**config.mk**
```make
export PLATFORM = sky130hd
export DESIGN_NAME = cprv_lsu_stage
export DESIGN_NICKNAME = d
export VERILOG_FILES = /design/src/rtl/cprv_lsu_stage.sv
export SDC_FILE = /design/constraint.sdc
export NUM_CORES = 1
export LEC_CHECK = 0
export CELL_PAD_IN_SITES_DETAIL_PLACEMENT = 1
export CELL_PAD_IN_SITES_GLOBAL_PLACEMENT = 1
export CORE_ASPECT_RATIO = 1.1
export CORE_UTILIZATION = 39
export CTS_CLUSTER_DIAMETER = 30
export CTS_CLUSTER_SIZE = 28
export DETAILED_ROUTE_END_ITERATION = 16
export GPL_TIMING_DRIVEN = 1
export PLACE_DENSITY = 0.77
export RECOVER_POWER = 50
export SLEW_MARGIN = 20
export SYNTH_ARGS = -nofsm -noshare
export SYNTH_HDL_FRONTEND = slang
export SYNTH_SLANG_ARGS = --single-unit
export TNS_END_PERCENT = 5
```
**constraint.sdc**
```tcl
create_clock -name clk -period 8.1 [get_ports clk]
set_input_delay 0.81 -clock clk [delete_from_list [all_inputs] [get_ports clk]]
set_output_delay 0.81 -clock clk [all_outputs]
set_load 0.05 [all_outputs]
```
**src/rtl/cprv_lsu_stage.sv**
```systemverilog
// Load/store stage between EX and WB: in-order FIFO of in-flight ops, a decoupled
// dmem request register with lane-aligned strobes, and an extending WB register.
module cprv_lsu_stage #(
  parameter int DATA_WIDTH = 64,
  parameter int ADDR_WIDTH = 64,
  parameter int DEPTH      = 4,
  parameter int STRB_WIDTH = DATA_WIDTH / 8
) (
  input  logic                  clk,
  input  logic                  rst,
  input  logic                  valid_mem_i,
  output logic                  ready_mem_o,
  input  logic [6:0]            opcode_mem_i,
  input  logic [2:0]            funct3_mem_i,
  input  logic [4:0]            rd_addr_mem_i,
  input  logic                  rd_en_mem_i,
  input  logic [DATA_WIDTH-1:0] alu_out_mem_i,
  input  logic [DATA_WIDTH-1:0] rs2_data_mem_i,
  output logic                  valid_wb_o,
  input  logic                  ready_wb_i,
  output logic [6:0]            opcode_wb_o,
  output logic [2:0]            funct3_wb_o,
  output logic [4:0]            rd_addr_wb_o,
  output logic                  rd_en_wb_o,
  output logic [DATA_WIDTH-1:0] alu_out_wb_o,
  output logic [DATA_WIDTH-1:0] mem_data_wb_o,
  output logic                  fault_wb_o,
  output logic                  valid_dmem_o,
  input  logic                  ready_dmem_i,
  output logic [ADDR_WIDTH-1:0] addr_dmem_o,
  output logic [DATA_WIDTH-1:0] wdata_dmem_o,
  output logic [STRB_WIDTH-1:0] wstrb_dmem_o,
  output logic                  w_en_dmem_o,
  input  logic                  valid_mem_dmem_i,
  output logic                  ready_mem_dmem_o,
  input  logic [DATA_WIDTH-1:0] rdata_dmem_i
);

  localparam int OFF_W = $clog2(STRB_WIDTH);
  localparam int PTR_W = $clog2(DEPTH);
  localparam int CNT_W = PTR_W + 1;
  localparam logic [CNT_W-1:0] DEPTH_C = CNT_W'(DEPTH);
  localparam logic [6:0] OP_LOAD  = 7'b0000011;
  localparam logic [6:0] OP_STORE = 7'b0100011;

  typedef struct packed {
    logic [6:0]            opcode;
    logic [2:0]            funct3;
    logic [4:0]            rd;
    logic                  rd_en;
    logic [DATA_WIDTH-1:0] alu_out;
    logic                  is_mem;
    logic                  fault;
  } entry_t;

  function automatic logic [STRB_WIDTH-1:0] size_mask(input logic [1:0] size);
    logic [7:0] m;
    case (size)
      2'd0:    m = 8'h01;
      2'd1:    m = 8'h03;
      2'd2:    m = 8'h0F;
      default: m = 8'hFF;
    endcase
    return m[STRB_WIDTH-1:0];
  endfunction

  // Left-justify the accessed field, then shift back arithmetically or logically.
  function automatic logic [DATA_WIDTH-1:0] extend_load(input logic [DATA_WIDTH-1:0] d,
                                                       input logic [1:0] size,
                                                       input logic is_unsigned);
    int sh;
    logic signed [DATA_WIDTH-1:0] s;
    sh = DATA_WIDTH - (8 << size);
    if (sh <= 0) return d;
    s = d << sh;
    if (is_unsigned) return $unsigned(s) >> sh;
    return s >>> sh;
  endfunction

  logic                  is_load_in, is_store_in, is_mem_in, fault_in, misalign_in;
  logic [1:0]            size_in;
  logic [OFF_W-1:0]      off_in;
  logic [2:0]            align_m;
  logic                  req_free, accept, issue, push, pop;
  logic                  wb_free, head_valid, head_needs_rsp;
  logic [OFF_W-1:0]      head_off;
  logic [DATA_WIDTH-1:0] head_shifted;
  entry_t                entry_in, head;
  entry_t                fifo_mem [DEPTH];

  logic [CNT_W-1:0]      count_q, count_d;
  logic [PTR_W-1:0]      head_q, head_d, tail_q, tail_d;
  logic                  req_valid_q, req_valid_d, w_en_q, w_en_d;
  logic [ADDR_WIDTH-1:0] addr_q, addr_d;
  logic [DATA_WIDTH-1:0] wdata_q, wdata_d;
  logic [STRB_WIDTH-1:0] wstrb_q, wstrb_d;
  logic                  wb_valid_q, wb_valid_d, wb_rd_en_q, wb_rd_en_d, wb_fault_q, wb_fault_d;
  logic [6:0]            wb_opcode_q, wb_opcode_d;
  logic [2:0]            wb_funct3_q, wb_funct3_d;
  logic [4:0]            wb_rd_q, wb_rd_d;
  logic [DATA_WIDTH-1:0] wb_alu_q, wb_alu_d, wb_data_q, wb_data_d;

  assign is_load_in  = (opcode_mem_i == OP_LOAD);
  assign is_store_in = (opcode_mem_i == OP_STORE);
  assign is_mem_in   = is_load_in | is_store_in;
  assign size_in     = funct3_mem_i[1:0];
  assign off_in      = alu_out_mem_i[OFF_W-1:0];
  assign align_m     = 3'((1 << size_in) - 1);
  assign misalign_in = |(off_in & align_m[OFF_W-1:0]);
  assign fault_in    = is_mem_in & (misalign_in
                     | ((size_in == 2'd3) && (DATA_WIDTH == 32))
                     | (is_load_in && (funct3_mem_i == 3'b111))
                     | (is_store_in && funct3_mem_i[2]));

  assign req_free    = ~req_valid_q | ready_dmem_i;
  assign ready_mem_o = (count_q < DEPTH_C) & (~(is_mem_in & ~fault_in) | req_free);
  assign accept      = valid_mem_i & ready_mem_o;
  assign issue       = accept & is_mem_in & ~fault_in;
  assign push        = accept;

  assign entry_in = '{opcode: opcode_mem_i, funct3: funct3_mem_i, rd: rd_addr_mem_i,
                      rd_en: rd_en_mem_i, alu_out: alu_out_mem_i, is_mem: is_mem_in,
                      fault: fault_in};

  assign head           = fifo_mem[head_q];
  assign head_valid     = (count_q != '0);
  assign head_needs_rsp = head.is_mem & ~head.fault;
  assign wb_free        = ~wb_valid_q | ready_wb_i;
  assign pop            = wb_free & head_valid & (~head_needs_rsp | valid_mem_dmem_i);
  assign head_off       = head.alu_out[OFF_W-1:0];
  assign head_shifted   = rdata_dmem_i >> (8 * head_off);

  assign ready_mem_dmem_o = wb_free & head_valid & head_needs_rsp;

  always_comb begin
    req_valid_d = req_valid_q;
    addr_d      = addr_q;
    wdata_d     = wdata_q;
    wstrb_d     = wstrb_q;
    w_en_d      = w_en_q;
    if (ready_dmem_i) req_valid_d = 1'b0;
    if (issue) begin
      req_valid_d          = 1'b1;
      addr_d               = ADDR_WIDTH'(alu_out_mem_i);
      addr_d[OFF_W-1:0]    = '0;
      wdata_d              = rs2_data_mem_i << (8 * off_in);
      wstrb_d              = is_store_in ? (size_mask(size_in) << off_in) : '1;
      w_en_d               = is_store_in;
    end

    count_d = count_q + CNT_W'(push) - CNT_W'(pop);
    tail_d  = push ? tail_q + PTR_W'(1) : tail_q;
    head_d  = pop  ? head_q + PTR_W'(1) : head_q;

    wb_valid_d  = wb_valid_q;
    wb_opcode_d = wb_opcode_q;
    wb_funct3_d = wb_funct3_q;
    wb_rd_d     = wb_rd_q;
    wb_rd_en_d  = wb_rd_en_q;
    wb_alu_d    = wb_alu_q;
    wb_data_d   = wb_data_q;
    wb_fault_d  = wb_fault_q;
    if (pop) begin
      wb_valid_d  = 1'b1;
      wb_opcode_d = head.opcode;
      wb_funct3_d = head.funct3;
      wb_rd_d     = head.rd;
      wb_rd_en_d  = head.rd_en & ~head.fault;
      wb_alu_d    = head.alu_out;
      wb_fault_d  = head.fault;
      wb_data_d   = (head_needs_rsp && head.opcode == OP_LOAD)
                  ? extend_load(head_shifted, head.funct3[1:0], head.funct3[2]) : '0;
    end else if (ready_wb_i) begin
      wb_valid_d = 1'b0;
    end
  end

  always_ff @(posedge clk) begin
    if (push) fifo_mem[tail_q] <= entry_in;
  end

  always_ff @(posedge clk or posedge rst) begin
    if (rst) begin
      count_q     <= '0;
      head_q      <= '0;
      tail_q      <= '0;
      req_valid_q <= 1'b0;
      addr_q      <= '0;
      wdata_q     <= '0;
      wstrb_q     <= '0;
      w_en_q      <= 1'b0;
      wb_valid_q  <= 1'b0;
      wb_opcode_q <= '0;
      wb_funct3_q <= '0;
      wb_rd_q     <= '0;
      wb_rd_en_q  <= 1'b0;
      wb_alu_q    <= '0;
      wb_data_q   <= '0;
      wb_fault_q  <= 1'b0;
    end else begin
      count_q     <= count_d;
      head_q      <= head_d;
      tail_q      <= tail_d;
      req_valid_q <= req_valid_d;
      addr_q      <= addr_d;
      wdata_q     <= wdata_d;
      wstrb_q     <= wstrb_d;
      w_en_q      <= w_en_d;
      wb_valid_q  <= wb_valid_d;
      wb_opcode_q <= wb_opcode_d;
      wb_funct3_q <= wb_funct3_d;
      wb_rd_q     <= wb_rd_d;
      wb_rd_en_q  <= wb_rd_en_d;
      wb_alu_q    <= wb_alu_d;
      wb_data_q   <= wb_data_d;
      wb_fault_q  <= wb_fault_d;
    end
  end

  assign valid_dmem_o  = req_valid_q;
  assign addr_dmem_o   = addr_q;
  assign wdata_dmem_o  = wdata_q;
  assign wstrb_dmem_o  = wstrb_q;
  assign w_en_dmem_o   = w_en_q;
  assign valid_wb_o    = wb_valid_q;
  assign opcode_wb_o   = wb_opcode_q;
  assign funct3_wb_o   = wb_funct3_q;
  assign rd_addr_wb_o  = wb_rd_q;
  assign rd_en_wb_o    = wb_rd_en_q;
  assign alu_out_wb_o  = wb_alu_q;
  assign mem_data_wb_o = wb_data_q;
  assign fault_wb_o    = wb_fault_q;

endmodule
```
==> results.toml, run 1 <==
[synth]
synth_seq_cells = 616
ys_types = 62
syn_area_sq_mm = 0.0268
synth_flop_cell = "edfxtp_1"
ys_async_sr_fraction_pct = 46.8
yosys_warnings = 0
yosysSeqAreaShare_pct = 63.6
synth_edf_count = 328
synthCells = 1963
syn_avg_cell_area_sq_um = 13.7

[sta]
max_freq_ghz = 0.174
timing.final.crit_share_pct = 70.8
drv_slew = 360
slew-limit-headroom_pct = -191
skew_ps = 69.6
hold_viol = 0
worst_pin_slew_ps = 4370
rsz0062_at_grt = "no"
tns_ps = 0
period_needed_ps = 5730
finalSetupViolCount = 0

[route]
viasPerCell = 5.41
drc_errors = 0
top_layer = "met5"
drt-met1-wl_um = 34600
wl_met3_um = 5830
drt-total-wl_um = 89200
wl_met2_um = 45500
initialDrtViolationCount = 1303
via_count = 18896
drtPass1Iterations = 7
wl_per_cell_um = 25.6
ant_nets = 0

[critical_path]
worstSetupStartpointType = "input pin"
critPathKind = "in -> out"
cpPeakStageDelay_ps = 1820
critPathBufInv = 3
cp_cell_sequence = "buf_2, clkbuf_1, o21a_1, o21ai_0, a41oi_1, clkdlybuf4s50_1"
worstPathMaxFanout = 48
endpoint_kind = "output port"
crit_family = "buffers and inverters"
required_ps = 7290
slowest_stage = "clkbuf_1"
arrival_ps = 4920

[grt]
grt_pass1_wl_um = 134000
grt_antenna_before_repair = 13
gr-usage-all-layers_pct = 25.6
grt-ovfl-total = 0
grt_pass1_vias = 20768
grt_max_degree = 99

[floorplan]
die_h_um = 277
die_w_um = 252
core_area_sq_mm = 0.0678
die_area_sq_mm = 0.0698
start_util_pct = 39.5
rows = 100
pin_count = 500

[worst_hold_path]
min_path_type = "reg -> reg"

[place]
portBuffers = 496
gp_congestion = 0.894
dpl.hpwl_um = 58700

[final_layout]
mostFrequentLayoutCells = "nand2_1, edfxtp_1, dfrtp_1, clkdlybuf4s50_1, dlygate4sd3_1"
final_common_cell = "nand2_1"
area_growth_pct = 37.2
fin_nets = 2685
drive_above_1_share_pct = 18.4

[run_status]
violations = "capacitance limit, slew limit"
outcome = "finished, violations left"

[power]
powerDensity_mw_per_mm2 = 385
fin_total_pwr_uw = 14200
p_leak_uw = 0.0151
peakVddDrop_mv = 0.259

[clock_tree]
clock_latency_ps = 700
cts_hold_buf = 0
cts_sinks = 616
cts_buffers = 116
cts_tree = "yes"
cts_root_buffer = "clkbuf_16"
h-tree-depth = 3
cts-resized-gates = 0
path_clk_slew_ps = 50
cts_max_path_buffers = 3
post_cts_buffers = 0

[flow_run]
drv_cap = 8
[path summary, 6_finish.rpt]
path                                  start           endpoint  slack (ps)  cells past startpoint
max reg2reg                       head_q[1]  mem_data_wb_o[18]        3560                      7
max                        alu_out_mem_i[2]        ready_mem_o        2370                      6
min in group asynchronous               rst    addr_dmem_o[50]         830                      2
min reg2reg                  opcode_wb_o[4]     opcode_wb_o[4]         470                      2
max in group asynchronous               rst   alu_out_wb_o[42]        2560                      3
min                          opcode_wb_o[4]     opcode_wb_o[4]         470                      2
[power by group]
group          switching, uW  internal [uW]
sequential               316           3850
combinational           3190           1610
clock                   1820           3380
total                   5330           8840
[worst register-to-register path, cell delays in order, from the launching register on]
cell	delay, ps
dfrtp_4	840
buf_4	750
mux4_2	1100
nor2_1	210
a22o_1	320
o31ai_2	340
nand4_1	630
nand3_1	260
[registers in the layout, indices dropped and copies added (netlist names)]
signal,flops
rd_addr_wb_o,5
mem_data_wb_o,64
addr_dmem_o,61
tail_q,2
wdata_dmem_o,64
fifo_mem,328
valid_wb_o,1
valid_dmem_o,1
head_q,2
w_en_dmem_o,1
fault_wb_o,1
alu_out_wb_o,64
funct3_wb_o,3
wstrb_dmem_o,8
rd_en_wb_o,1
opcode_wb_o,7
count_q,3
[kinds of logic after synthesis]
group	synth area share (%)
fa+ha+maj	0.355
other cells	0.0140
mux	17.0
simple gates	8.70
flops	63.6
buf+inv	2.60
xor+xnor	0.163
compound gates	7.60
[per-stage QoR]
stage	hold slack (ps)	util, %	instances	setup slack, ps	instance area [sq um]
2_1_floorplan	468	-	1965	3160	26800
3_3_place_gp	461	47.9	3264	3590	32500
3_5_place_dp	465	47.9	3264	3590	32500
4_1_cts	479	54.3	3484	3520	36800
5_1_grt	498	54.3	3486	1650	36800
6_report	469	54.3	3490	2370	36800
[metal layers]
layer	track usage [%]	vias to the layer above
met2	43.8	670
met1	31.0	9776
li1	-	8253
met4	9.77	10
met5	0	-
met3	6.16	187
[cell type report]
cell class                 count  area, sq um
multi-input combinational   1198         9120
sequential                   616        17100
timing repair buffer         520         5110
clock inverter                92         1290
inverter                      12         46.3
antenna                        6         15.0
clock buffer                 128         3010
tap                          918         1150
fill                        6634        31000
[Yosys cell counts, drive strengths merged, types with 51 or more instances]
library cell	number	area, sq um
nand2	413	1550
edfxtp	328	9850
dfrtp	288	7210
mux2i	121	1210
mux4	102	2300
mux2	92	1040
o21ai	91	455
a21oi	82	422
buf	73	404
nor2	67	251
clkbuf	66	248
o31ai	51	538
Power figures use the tool's default switching activity.
==> run 2: changes to the inputs <==
CORE_UTILIZATION = 43   (was 39)
PLACE_DENSITY = 0.81   (was 0.77)
clock period = 5.5 ns   (was 8.1 ns; I/O delays follow)
==> run 2 against run 1 <==
Against the previous run: the run still ends with capacitance limit, slew limit left; critical path depth down 1; core utilization up 5.4 points; sequential power up 48%; clock skew up 10 ps; via count up 1.3%; first-iteration DRC count down 5.6%; die area down 9.2%; clock-buffer cell count up 11; worst setup slack worse by 1500 ps; combinational power up 51%; largest cell class unchanged.
==> results.toml, run 2 (same netlist as run 1, synthesis figures left out) <==
[sta]
finalWorstSetupSlack_ps = 836
timing.final.crit_share_pct = 84.8
skew_ps = 80.0
tns_ps = 0
max_freq_ghz = 0.214
rsz0062_at_grt = "no"
period_needed_ps = 4660
slew-limit-headroom_pct = -108
drv_slew = 359
finalSetupViolCount = 0
hold_viol = 0
worst_pin_slew_ps = 3120

[clock_tree]
clock_latency_ps = 710
cts_sinks = 616
cts_root_buffer = "clkbuf_16"
cts_buffers = 116
cts-resized-gates = 0
path_clk_slew_ps = 50
post_cts_buffers = 0
h-tree-depth = 3
cts_max_path_buffers = 3
cts_hold_buf = 0
cts_tree = "yes"

[power]
p_switching_uw = 7950
clockPowerShare_pct = 35.6
p_leak_uw = 0.0150
seqPwrFrac_pct = 29.5
swShare_pct = 38.1
fin_total_pwr_uw = 20800
comb_power_share_pct = 34.9
intPower_uw = 12900
powerDensity_mw_per_mm2 = 569
peakVddDrop_mv = 0.414

[critical_path]
critPathKind = "in -> out"
worst-r2r-cell-count = 8
r2r_slack_ps = 1370
required_ps = 4950
worstPathMaxFanout = 38
arrival_ps = 4110
r2r_start = "head_q[0]"
worstSetupStartpointType = "input pin"
critPathBufInv = 2
cp_cell_sequence = "clkbuf_1, o21a_1, a21oi_1, a41oi_1, clkdlybuf4s50_1"
crit_family = "buffers and inverters"
endpoint_kind = "output port"
slowest_stage = "clkbuf_1"
cpPeakStageDelay_ps = 1430
r2r_end = "mem_data_wb_o[52]"

[flow_run]
drv_cap = 5

[final_layout]
mostFrequentLayoutCells = "nand2_1, edfxtp_1, dfrtp_1, clkdlybuf4s50_1, dlygate4sd3_1"
largest-register = "fifo_mem"
area_growth_pct = 36.5
final_cells = 3400
final_common_cell = "nand2_1"
fin_nets = 2686
drive_above_1_share_pct = 18.3
largest_reg_flops = 328
n_fill_cell = 5858

[worst_hold_path]
hold-path-endpoint = "alu_out_wb_o[10]"
min_from = "alu_out_wb_o[10]"
hold_depth = 2
min_path_type = "reg -> reg"

[place]
pre_cts_slack_ps = 1320
placed_cells = 3170
portBuffers = 496
gp_congestion = 0.948
dpl.hpwl_um = 58100

[route]
via_count = 19142
viasPerCell = 5.63
drtPass1Iterations = 5
drc_errors = 0
drt-total-wl_um = 93200
initialDrtViolationCount = 1230
wl_per_cell_um = 27.4
ant_nets = 0

[grt]
grt_pass1_wl_um = 139000
grt_pass1_vias = 21416
grt_antenna_before_repair = 15
gr-usage-all-layers_pct = 29.5
grt-ovfl-total = 0
grt_max_degree = 158

[floorplan]
pin_count = 500
die_area_sq_mm = 0.0634
start_util_pct = 43.7
die_w_um = 240
core_area_sq_mm = 0.0613
rows = 95
die_h_um = 264

[run_status]
outcome = "finished, violations left"
violations = "capacitance limit, slew limit"
[run 2: cell types whose count changed in the layout (fill, tap and decap cells not counted), moves of 4 or more]
cell / before / now
clkinv_4: 16 / 8
clkdlybuf4s50_1: 251 / 276
buf_12: 0 / 5
clkbuf_1: 14 / 19
clkinv_2: 7 / 22
dlygate4sd3_1: 242 / 217
inv_8: 6 / 0
bufinv_16: 20 / 16
[run 2: through the flow]
stage	hold WS [ps]	area [sq um]	utilization (%)
finish	464	36600	59.7
floorplan	468	26800	-
CTS	257	36600	59.7
detailed placement	461	32500	52.9
global placement	459	32500	52.9
global route	488	36600	59.7
[run 2: worst max path at each step]
stage	endpoint	startpoint	cells after the start	slack (ps)
floorplan	fifo_mem[0][0]	alu_out_mem_i[2]	5	820
global placement	mem_data_wb_o[22]	head_q[0]	8	1490
detailed placement	addr_dmem_o[15]	opcode_mem_i[2]	7	1320
CTS	ready_mem_dmem_o	head_q[0]	4	1120
global route	ready_mem_o	alu_out_mem_i[0]	5	520
finish	ready_mem_o	alu_out_mem_i[0]	5	840
[run 2: worst reg2reg max path, cell delays in order (launching register included)]
cell and delay, ps:
dfrtp_4 950, mux4_2 670, buf_4 450, nand2b_1 200, o2bb2ai_1 110, a311o_1 400, a21oi_4 660, buf_4 390
o31ai_2 100
[run 2: per-layer routing]
layer	share of wire, %	up-vias	GRT usage [%]
li1	-	8245	-
met4	5.2	10	15.5
met2	51	801	51.2
met5	0.071	-	0
met1	37	9837	34.0
met3	6.7	249	6.45
[run 2: cell type report]
cell class | instances | area, sq um | area share (%)
flip-flops and latches | 616 | 17100 | 46.6
multi-input cells | 1198 | 9130 | 24.9
repair buffers | 521 | 5190 | 14.2
clock buffers | 139 | 3080 | 8.41
clock inverters | 81 | 1060 | 2.88
well taps | 824 | 1030 | 2.82
inverters | 12 | 47.5 | 0.130
diodes | 9 | 22.5 | 0.0615
[run 2: power by group through the flow]
stage	clock [uW]	sequential (uW)	combinational (uW)
final	7410	6150	7280
after global routing	7680	6220	7650
after CTS	7490	6160	7310
after detailed placement	0	6190	7140
after global placement	0	6120	6950
after floorplan	0	7240	3700
